--- config.mk ---
export PLATFORM = sky130hd
export DESIGN_NAME = tex_csr_ctrl_flat
export DESIGN_NICKNAME = d
export VERILOG_FILES = /design/src/rtl/tex_csr_ctrl_pkg.sv /design/src/rtl/tex_csr_ctrl_if.sv /design/src/rtl/tex_pending_ctr.sv /design/src/rtl/tex_csr_ctrl.sv /design/src/flat_wrapper.sv
export SDC_FILE = /design/constraint.sdc
export NUM_CORES = 2
export LEC_CHECK = 0
export BUFFER_PORTS_ARGS = -buffer_cell sky130_fd_sc_hd__clkbuf_2
export CAP_MARGIN = 40
export CORE_AREA = 2 2 288 290
export CTS_CLUSTER_DIAMETER = 200
export CTS_CLUSTER_SIZE = 14
export DETAILED_ROUTE_END_ITERATION = 7
export DIE_AREA = 0 0 290 292
export PLACE_DENSITY_LB_ADDON = 0.2
export RECOVER_POWER = 50
export SLEW_MARGIN = 15
export SYNTH_ARGS = -nofsm -noshare
export SYNTH_HDL_FRONTEND = slang
export SYNTH_SLANG_ARGS = --single-unit
--- constraint.sdc ---
create_clock -name clk -period 5.9 [get_ports clk]
set_input_delay 1.18 -clock clk [delete_from_list [all_inputs] [get_ports clk]]
set_output_delay 1.18 -clock clk [all_outputs]
set_load 0.02 [all_outputs]
--- src/rtl/tex_csr_ctrl_pkg.sv ---
// Shared texture types: per-stage CSR record, field offsets, commit FSM states.
// Also holds the field-write helper used by the shadow copy.
package tex_csr_ctrl_pkg;

  localparam int TEX_LOD_MAX     = 7;
  localparam int TEX_MIPOFF_BITS = 20;
  localparam int TEX_LOGDIM_BITS = 4;
  localparam int TEX_WRAP_BITS   = 2;
  localparam int TEX_FORMAT_BITS = 3;
  localparam int TEX_FILTER_BITS = 2;

  localparam int TEX_CSR_ADDR        = 'h00;
  localparam int TEX_CSR_FORMAT      = 'h01;
  localparam int TEX_CSR_FILTER      = 'h02;
  localparam int TEX_CSR_WRAP_U      = 'h03;
  localparam int TEX_CSR_WRAP_V      = 'h04;
  localparam int TEX_CSR_LOGDIM_U    = 'h05;
  localparam int TEX_CSR_LOGDIM_V    = 'h06;
  localparam int TEX_CSR_MIPOFF_BASE = 'h10;

  typedef struct packed {
    logic [TEX_LOD_MAX:0][TEX_MIPOFF_BITS-1:0] mipoff;
    logic [1:0][TEX_LOGDIM_BITS-1:0]           logdim;
    logic [1:0][TEX_WRAP_BITS-1:0]             wrap;
    logic [31:0]                               baddr;
    logic [TEX_FORMAT_BITS-1:0]                format;
    logic [TEX_FILTER_BITS-1:0]                filter;
  } tex_csrs_t;

  typedef enum logic [1:0] {
    ST_IDLE,
    ST_DRAIN,
    ST_COMMIT
  } tex_cfg_state_t;

  function automatic tex_csrs_t tex_csr_write(
    tex_csrs_t   r,
    logic [31:0] addr,
    logic [31:0] data
  );
    tex_csrs_t n;
    n = r;
    case (addr)
      32'(TEX_CSR_ADDR):     n.baddr     = data;
      32'(TEX_CSR_FORMAT):   n.format    = data[TEX_FORMAT_BITS-1:0];
      32'(TEX_CSR_FILTER):   n.filter    = data[TEX_FILTER_BITS-1:0];
      32'(TEX_CSR_WRAP_U):   n.wrap[0]   = data[TEX_WRAP_BITS-1:0];
      32'(TEX_CSR_WRAP_V):   n.wrap[1]   = data[TEX_WRAP_BITS-1:0];
      32'(TEX_CSR_LOGDIM_U): n.logdim[0] = data[TEX_LOGDIM_BITS-1:0];
      32'(TEX_CSR_LOGDIM_V): n.logdim[1] = data[TEX_LOGDIM_BITS-1:0];
      default: begin
        // unmapped offsets fall through untouched
        for (int i = 0; i <= TEX_LOD_MAX; i++) begin
          if (addr == 32'(TEX_CSR_MIPOFF_BASE + i))
            n.mipoff[i] = data[TEX_MIPOFF_BITS-1:0];
        end
      end
    endcase
    return n;
  endfunction

endpackage

--- src/rtl/tex_csr_ctrl_if.sv ---
// CSR write, commit, texture request/response and active-config bundle.
// master = core/issue side, slave = tex_csr_ctrl.
interface tex_csr_ctrl_if #(
  parameter int NUM_STAGES    = 2,
  parameter int CSR_ADDR_BITS = 8
);
  import tex_csr_ctrl_pkg::*;

  localparam int SW = (NUM_STAGES > 1) ? $clog2(NUM_STAGES) : 1;

  logic                     csr_wr_valid;
  logic [SW-1:0]            csr_wr_stage;
  logic [CSR_ADDR_BITS-1:0] csr_wr_addr;
  logic [31:0]              csr_wr_data;
  logic                     csr_wr_ready;

  logic                     commit_valid;
  logic [SW-1:0]            commit_stage;
  logic                     commit_ready;
  logic                     commit_done;

  logic                     req_valid;
  logic [SW-1:0]            req_stage;
  logic                     req_ready;

  logic                     rsp_fire;
  logic [SW-1:0]            rsp_stage;

  tex_csrs_t [NUM_STAGES-1:0] tex_csrs;

  modport master (
    output csr_wr_valid, csr_wr_stage, csr_wr_addr, csr_wr_data,
    input  csr_wr_ready,
    output commit_valid, commit_stage,
    input  commit_ready, commit_done,
    output req_valid, req_stage,
    input  req_ready,
    output rsp_fire, rsp_stage,
    input  tex_csrs
  );

  modport slave (
    input  csr_wr_valid, csr_wr_stage, csr_wr_addr, csr_wr_data,
    output csr_wr_ready,
    input  commit_valid, commit_stage,
    output commit_ready, commit_done,
    input  req_valid, req_stage,
    output req_ready,
    input  rsp_fire, rsp_stage,
    output tex_csrs
  );

endinterface

--- src/rtl/tex_pending_ctr.sv ---
// Per-stage in-flight request counter, saturating at 0 and MAX_PENDING.
module tex_pending_ctr #(
  parameter int MAX_PENDING = 16
) (
  input  logic clk,
  input  logic reset,
  input  logic inc,
  input  logic dec,
  output logic full,
  output logic empty
);

  localparam int CW = $clog2(MAX_PENDING + 1);

  logic [CW-1:0] cnt;

  assign full  = (cnt == CW'(MAX_PENDING));
  assign empty = (cnt == '0);

  always_ff @(posedge clk) begin
    if (reset)
      cnt <= '0;
    else if (inc && !dec && !full)
      cnt <= cnt + 1'b1;
    else if (dec && !inc && !empty)
      cnt <= cnt - 1'b1;
  end

  // a response with nothing in flight means the issue logic lost track
  always_ff @(posedge clk) begin
    if (!reset)
      assert (!(dec && empty));
  end

endmodule

--- src/rtl/tex_csr_ctrl.sv ---
// Shadow/active texture config per stage; commit swaps only once a stage drains.
module tex_csr_ctrl
  import tex_csr_ctrl_pkg::*;
#(
  parameter int NUM_STAGES    = 2,
  parameter int MAX_PENDING   = 16,
  parameter int CSR_ADDR_BITS = 8
) (
  input logic         clk,
  input logic         reset,
  tex_csr_ctrl_if.slave bus
);

  localparam int SW = (NUM_STAGES > 1) ? $clog2(NUM_STAGES) : 1;

  tex_cfg_state_t state, state_n;
  logic [SW-1:0]  cstage, cstage_n;

  logic [NUM_STAGES-1:0] full;
  logic [NUM_STAGES-1:0] empty;

  tex_csrs_t [NUM_STAGES-1:0] shadow;
  tex_csrs_t [NUM_STAGES-1:0] active;

  logic locked;
  logic draining;
  logic wr_fire;
  logic req_fire;

  assign locked   = (state != ST_IDLE);
  assign draining = (state == ST_DRAIN);

  assign bus.csr_wr_ready = !(locked && bus.csr_wr_stage == cstage);
  assign bus.req_ready    = !full[bus.req_stage] &&
                            !(draining && bus.req_stage == cstage);

  assign wr_fire  = bus.csr_wr_valid && bus.csr_wr_ready;
  assign req_fire = bus.req_valid && bus.req_ready;

  assign bus.tex_csrs = active;

  for (genvar s = 0; s < NUM_STAGES; s++) begin : g_stage
    tex_pending_ctr #(
      .MAX_PENDING(MAX_PENDING)
    ) u_ctr (
      .clk  (clk),
      .reset(reset),
      .inc  (req_fire && bus.req_stage == SW'(s)),
      .dec  (bus.rsp_fire && bus.rsp_stage == SW'(s)),
      .full (full[s]),
      .empty(empty[s])
    );
  end

  always_ff @(posedge clk) begin
    if (reset) begin
      state  <= ST_IDLE;
      cstage <= '0;
    end else begin
      state  <= state_n;
      cstage <= cstage_n;
    end
  end

  always_comb begin
    state_n          = state;
    cstage_n         = cstage;
    bus.commit_ready = 1'b0;
    bus.commit_done  = 1'b0;
    unique case (state)
      ST_IDLE: begin
        bus.commit_ready = 1'b1;
        if (bus.commit_valid) begin
          cstage_n = bus.commit_stage;
          state_n  = empty[bus.commit_stage] ? ST_COMMIT : ST_DRAIN;
        end
      end
      ST_DRAIN: begin
        if (empty[cstage])
          state_n = ST_COMMIT;
      end
      ST_COMMIT: begin
        bus.commit_done = 1'b1;
        state_n         = ST_IDLE;
      end
      default: state_n = ST_IDLE;
    endcase
  end

  always_ff @(posedge clk) begin
    if (reset)
      shadow <= '0;
    else if (wr_fire)
      shadow[bus.csr_wr_stage] <= tex_csr_write(
        shadow[bus.csr_wr_stage],
        32'(bus.csr_wr_addr),
        bus.csr_wr_data
      );
  end

  // writes to cstage are held off, so shadow is stable through COMMIT
  always_ff @(posedge clk) begin
    if (reset)
      active <= '0;
    else if (state == ST_COMMIT)
      active[cstage] <= shadow[cstage];
  end

endmodule

--- src/flat_wrapper.sv ---
// flat-port wrapper written by rule: the top's interface ports become plain ports
module tex_csr_ctrl_flat import tex_csr_ctrl_pkg::*;
#(
  parameter int NUM_STAGES    = 2,
  parameter int MAX_PENDING   = 16,
  parameter int CSR_ADDR_BITS = 8
)
  (clk, reset, bus_csr_wr_valid, bus_csr_wr_stage, bus_csr_wr_addr, bus_csr_wr_data, bus_csr_wr_ready, bus_commit_valid, bus_commit_stage, bus_commit_ready, bus_commit_done, bus_req_valid, bus_req_stage, bus_req_ready, bus_rsp_fire, bus_rsp_stage, bus_tex_csrs);
  tex_csr_ctrl_if #(.NUM_STAGES(NUM_STAGES), .CSR_ADDR_BITS(CSR_ADDR_BITS)) bus_i ();
  input logic clk;
  input logic reset;
  input wire logic [$bits(bus_i.csr_wr_valid)-1:0] bus_csr_wr_valid;
  input wire logic [$bits(bus_i.csr_wr_stage)-1:0] bus_csr_wr_stage;
  input wire logic [$bits(bus_i.csr_wr_addr)-1:0] bus_csr_wr_addr;
  input wire logic [$bits(bus_i.csr_wr_data)-1:0] bus_csr_wr_data;
  output wire logic [$bits(bus_i.csr_wr_ready)-1:0] bus_csr_wr_ready;
  input wire logic [$bits(bus_i.commit_valid)-1:0] bus_commit_valid;
  input wire logic [$bits(bus_i.commit_stage)-1:0] bus_commit_stage;
  output wire logic [$bits(bus_i.commit_ready)-1:0] bus_commit_ready;
  output wire logic [$bits(bus_i.commit_done)-1:0] bus_commit_done;
  input wire logic [$bits(bus_i.req_valid)-1:0] bus_req_valid;
  input wire logic [$bits(bus_i.req_stage)-1:0] bus_req_stage;
  output wire logic [$bits(bus_i.req_ready)-1:0] bus_req_ready;
  input wire logic [$bits(bus_i.rsp_fire)-1:0] bus_rsp_fire;
  input wire logic [$bits(bus_i.rsp_stage)-1:0] bus_rsp_stage;
  output wire logic [$bits(bus_i.tex_csrs)-1:0] bus_tex_csrs;
  assign bus_i.csr_wr_valid = bus_csr_wr_valid;
  assign bus_i.csr_wr_stage = bus_csr_wr_stage;
  assign bus_i.csr_wr_addr = bus_csr_wr_addr;
  assign bus_i.csr_wr_data = bus_csr_wr_data;
  assign bus_csr_wr_ready = bus_i.csr_wr_ready;
  assign bus_i.commit_valid = bus_commit_valid;
  assign bus_i.commit_stage = bus_commit_stage;
  assign bus_commit_ready = bus_i.commit_ready;
  assign bus_commit_done = bus_i.commit_done;
  assign bus_i.req_valid = bus_req_valid;
  assign bus_i.req_stage = bus_req_stage;
  assign bus_req_ready = bus_i.req_ready;
  assign bus_i.rsp_fire = bus_rsp_fire;
  assign bus_i.rsp_stage = bus_rsp_stage;
  assign bus_tex_csrs = bus_i.tex_csrs;
  tex_csr_ctrl #(.NUM_STAGES(NUM_STAGES), .MAX_PENDING(MAX_PENDING), .CSR_ADDR_BITS(CSR_ADDR_BITS)) u_core (.clk(clk), .reset(reset), .bus(bus_i));
endmodule
* Word-level counts from Yosys, hierarchy flattened
Index checks and enable logic that the tools add are counted.
** Word-level totals
- Flip-flop bits (word level) :: 849
- Output and inout bits :: 422
- Word-level logic and storage cells :: 196
** Operators by class
- Add/subtract/negate cells :: 4
- $lt $le $gt $ge :: 6
- Equality and inequality tests :: 22
- Multiplexer cells :: 58
- Bitwise logic cells :: 2
- Reduce and logical (&&, ||, !) cells :: 40
** Operator list (number)
- $mux 209 :: 6
- $bwmux 418 :: 2
- $mux 160 :: 3
- $demux 209 s1 :: 2
- $mux 20 :: 8
- $mux 32 :: 3
- $eq 8x5->1 const B :: 8
- $eq 8x3->1 const B :: 3
- $mux 2 :: 12
- $mux 4 :: 6
- $mux 5 :: 4
- $logic_and 1x1->1 :: 19
- $eq 8x2->1 const B :: 2
- $logic_not 1->1 :: 11
- $add 5x1->5 const B :: 2
- $eq 5x5->1 const B :: 2
- $logic_not 5->1 :: 2
- $sub 5x1->5 const B :: 2
- $mux 3 :: 3
- $eq 8x1->1 const B :: 1
- $logic_not 8->1 :: 1
- $lt 1x2->1 const B :: 4
- $mux 1 :: 8
- $reduce_or 7->1 :: 1
- other kinds (10) :: 17

* Logic depth before layout (Yosys ltp)
- Word-level depth :: 12
- Mapped depth :: 9
- Gate-level depth less buffers :: 9

* Modules after synthesis
Synthesis repeated with hierarchy kept, for this count alone.
** Second synthesis, totals
- Cells, all modules :: 4073
- Area total of the unflattened synthesis :: 34795.9 µm²
** By module, submodules not included
- tex_csr_ctrl :: times used 1, cells each 3985, area an instance 33986.3 µm², sequential area each 16796.1 µm²
- tex_pending_ctr at u_core.g_stage[0].u_ctr :: times used 1, cells each 42, area an instance 411.6 µm², sequential area each 100.1 µm²
- tex_pending_ctr at u_core.g_stage[1].u_ctr :: times used 1, cells each 46, area an instance 397.9 µm², sequential area each 100.1 µm²

* Worst setup path before layout
Ideal clock, no wire load.
- Path kind :: in2out
- Start :: input bus_csr_wr_stage
- End :: output bus_csr_wr_ready
- Data arrival time :: 2100 ps
- Path slack :: 2620 ps
- Stages :: 5
- Path buffers :: 3
- Cell sequence :: buf_2 > buf_2 > buf_2 > xnor2_1 > o21ai_0
** Between the ends
- Cells in the longest elaborated chain, start to end :: 3
** RTL lines
- from (decl) :: RTL line flat_wrapper.sv:13 : input wire logic [$bits(bus_i.csr_wr_stage)-1:0] bus_csr_wr_stage;
- $eq 1x1->1 :: RTL line tex_csr_ctrl.sv:33 : assign bus.csr_wr_ready = !(locked && bus.csr_wr_stage == cstage);
- $logic_and 1x1->1 :: RTL line tex_csr_ctrl.sv:33
- $logic_not 1->1 :: RTL line tex_csr_ctrl.sv:33
- to (decl) :: RTL line flat_wrapper.sv:16 : output wire logic [$bits(bus_i.csr_wr_ready)-1:0] bus_csr_wr_ready;
No other way between the ends.

* Worst setup path in the final report
- Start :: input bus_csr_wr_stage
- End :: register u_core.shadow[95] (netlist name)
** Between the ends
- Cells in the longest elaborated chain, start to end :: 7
** RTL lines
- $mux 209 (implied by the code) (2 in a row) :: RTL line tex_csr_ctrl.sv:95 : shadow[bus.csr_wr_stage],
- $mux 20 :: RTL line tex_csr_ctrl_pkg.sv:54 : if (addr == 32'(TEX_CSR_MIPOFF_BASE + i))
- $mux 160 :: RTL line tex_csr_ctrl_pkg.sv:43 : case (addr)
- $mux 160 :: RTL line tex_csr_ctrl.sv:93 : else if (wr_fire)
- $mux 160 :: RTL line tex_csr_ctrl.sv:91 : if (reset)
- $bwmux 418 :: RTL line tex_csr_ctrl.sv:94 : shadow[bus.csr_wr_stage] <= tex_csr_write(
- to (signal, indexed assignment) :: RTL line tex_csr_ctrl.sv:94
- to (decl) :: RTL line tex_csr_ctrl.sv:22 : tex_csrs_t [NUM_STAGES-1:0] shadow;
Parallel ways exist; a longest one is shown, timed or not. The select of a mux whose other input is x is not followed.
A chain may end at the register's enable or synchronous reset.

==> run_results.csv <==
group,metric,value,unit
run_status,status,"finished with violations",
run_status,violations,"capacitance limit, slew limit",
logic_synthesis,syn_area_per_cell,8.80,µm²
power,p_sw,3230,µW
clock_network,cts_made_buffers,70,
setup_path,r2r_cells,6,
die,die-area,0.0847,mm²
timing,slew_headroom,-1.59,
timing,fin_worst_skew,0.0159,ns
die,rows,105,
timing,hold_slack,0.454,ns
timing,fmax,217,MHz
drt,wl_per_cell,21.8,µm
logic_synthesis,ys.flop_type,"dfxtp_1",
setup_path,rr_endpoint,"u_core.shadow[95]",
global_routing,grt.total_usage,0.249,
logic_synthesis,synth_seq_cells,849,
hold_path,min_path_cells,2,
global_routing,grt_pass1_vias,25518,
clock_network,root_buffer,"clkbuf_16",
hold_path,hold_path_class,"reg -> reg",
timing,post-route-period-util,0.782,
place,pre_cts_slack,2.34,ns
drt,routed.top_layer,"met4",
clock_network,clk_pin_slew,0.06,ns
die,io_pins,472,
drt,vias_per_cell,5.37,
clock_network,clock_path_buffers,3,
power,power.density,312,mW/mm²
hold_path,worstHoldStart,"u_core.bus.tex_csrs[351]",
setup_path,worstSetupEndpointType,"flip-flop",
logic_synthesis,ys_types,48,
timing,hold_violations,0,
power,clkPwrFrac,0.373,
power,swShare,0.283,
timing,rsz0062_at_grt,"no",
logic_synthesis,netlist_area,0.0323,mm²
setup_path,cp-start-kind,"input port",
setup_path,crit_fanout,137,
clock_network,hold_buffers,0,
cells_and_area,final_nets,4017,
die,die_x,290,µm
clock_network,cts_resized,0,
cells_and_area,post-route-util,0.449,
clock_network,cts_tree,"built",
drt,vias,27030,
cells_and_area,drive_gt1_frac,0.0757,
place,dp_hpwl,65000,µm
power,vdd_drop_max,0.198,mV
timing,drv_slew,376,
drt,wl_met3,6640,µm
drt,firstDrtPassIters,5,
setup_path,r2r-start,"u_core.state[1]",
global_routing,grt_pass1_wl,162000,µm
clock_network,clk_latency,0.62,ns
power,intPower,8190,µW
logic_synthesis,synth_cells,3675,
power,power_frac_comb,0.118,
clock_network,cts_max_level,3,
logic_synthesis,async_reset_ff_frac,0,
global_routing,grt_overflow,0,
clock_network,post_cts_buffers,0,
clock_network,cts.sinks,849,
timing,setup_viol,0,
setup_path,critPathArrivalTime,5.16,ns
setup_path,crit_chain,"buf_8 -> nor2_1 -> a21oi_4 -> clkbuf_2 -> o2bb2ai_1",
setup_path,reg2reg_slack,1.61,ns
setup_path,critPathSlowestCell,"clkbuf_2",
setup_path,setup.worst_path.class,"in -> reg",
drt,wl_met1,49600,µm
run,cap_violations,6,
setup_path,cp_num_buf_inv,2,
drt,drc,0,
hold_path,min_to,"u_core.bus.tex_csrs[351]",
global_routing,grt_max_degree,138,
logic_synthesis,yosys_warnings,0,
logic_synthesis,synth_edf_count,0,
power,leakagePower,0.0132,µW
drt,drtAntennaViolNets,0,
power,pwr-share-seq,0.509,
drt,routed_wl,110000,µm
drt,dr_wl_met2,49400,µm
setup_path,cp_top_family,"buffers and inverters",
die,initial_core_util,0.396,
logic_synthesis,seq_area_frac_synth,0.526,
place,portBuffers,471,
logic_synthesis,synth_nets,3733,
timing,final.setup.tns,0,ns
global_routing,antenna_found_initial,6,
timing,worst_pin_slew,3.88,ns
timing,min_period,4.61,ns
die,core,0.0816,mm²
die,fp.dieH,292,µm
place,place.gp.congestion,0.767,
setup_path,critical_path.max_stage_delay,2.60,ns
setup_path,cp.required,6.44,ns
timing,setup_ws,1.29,ns
drt,dr.first_iter.drc_count,1831,
cells_and_area,areaGrowthSynthToFinish,13.4,%
==> cell type report <==
class	instances	area, µm²
flip-flops and latches	849	17000
fillers	8338	44900
clock buffers	71	1780
inverters	6	22.5
repair buffers	516	2440
well taps	1070	1340
multi-input cells	2516	14000
clock inverters	5	57.6
diodes	2	5.00
==> Yosys cell counts, drive strengths merged (7+ instances only) <==
master / n / area [µm²]
dfxtp: 849 / 17000
nand3: 11 / 60.1
o2bb2ai: 209 / 1830
buf: 130 / 638
nand2: 1147 / 4310
clkbuf: 174 / 653
mux2i: 213 / 2130
xnor2: 7 / 61.3
mux2: 120 / 1350
o21ai: 302 / 1510
a21oi: 425 / 2130
nor2: 21 / 78.8
==> power by group through the flow <==
| stage | sequential [µW] | clock [µW] | combinational (µW) |
|---|---|---|---|
| after floorplan | 5930 | 0 | 874 |
| after global placement | 5950 | 0 | 1350 |
| after detailed placement | 5950 | 0 | 1380 |
| after CTS | 5820 | 4340 | 1380 |
| after global routing | 5820 | 4540 | 1450 |
| final | 5820 | 4260 | 1350 |
==> logic make-up after synthesis <==
kind of cell,synth area share
AO/OA/AOI/OAI,0.175
XOR/XNOR,0.00190
adder cells (fa/ha/maj),0.00356
buffers and inverters,0.0406
flip-flops,0.526
multiplexers,0.108
AND/OR/NAND/NOR,0.146
==> through the flow <==
step / instance area [µm²] / power [µW] / std cells
2_1_floorplan: 32300 / 6810 / 3675
3_3_place_gp: 35200 / 7300 / 4948
3_5_place_dp: 35400 / 7330 / 4955
4_1_cts: 37200 / 11500 / 5031
5_1_grt: 36700 / 11800 / 5033
6_report: 36700 / 11400 / 5035
==> state kept, by name, summed over array words and instances (netlist names) <==
name / count
u_core.bus.tex_csrs: 418
u_core.state: 2
u_core.shadow: 418
u_core.g_stage.u_ctr.cnt: 10
u_core.cstage: 1
==> worst max path at each step <==
stage,slack (ns),endpoint,from,cells after the start
final,1.29,u_core.shadow[95],bus_csr_wr_stage,5
after CTS,2.59,bus_req_ready,u_core.g_stage[1].u_ctr.cnt[0],4
after global placement,2.26,u_core.shadow[239],bus_csr_wr_addr[4],6
after global routing,1.26,u_core.bus.tex_csrs[336],u_core.state[0],6
after detailed placement,2.34,u_core.shadow[307],reset,5
after floorplan,2.62,bus_csr_wr_ready,bus_csr_wr_stage,5
==> layout by cell type (no fill, tap or decap), types with 3 or more instances in the layout <==
cell / count
a21oi_1: 424
and2_1: 3
buf_12: 10
buf_16: 7
buf_4: 23
clkbuf_1: 422
clkbuf_16: 71
clkbuf_2: 52
dfxtp_1: 849
ha_1: 6
inv_1: 6
mux2_2: 120
mux2i_1: 213
nand2_1: 1146
nand2b_1: 3
nand3_1: 9
nor2_1: 21
nor2b_1: 5
nor3_1: 6
nor4_1: 3
o21ai_0: 291
o21ai_1: 11
o2bb2ai_1: 209
xnor2_1: 7
==> per-layer routing <==
layer / GRT usage / vias to the layer above
li1: - / 13017
met1: 0.338 / 13075
met2: 0.393 / 790
met3: 0.0454 / 148
met4: 0.0963 / 0
met5: 0 / -
==> worst reg2reg max path, delay by kind of cell (launching register included) <==
family          cells  cell delay, ns
buf+inv             1            2.60
simple gates        3            0.46
compound gates      2            0.72
flops               1            0.44
No activity file was read; power rests on OpenSTA's default activity.
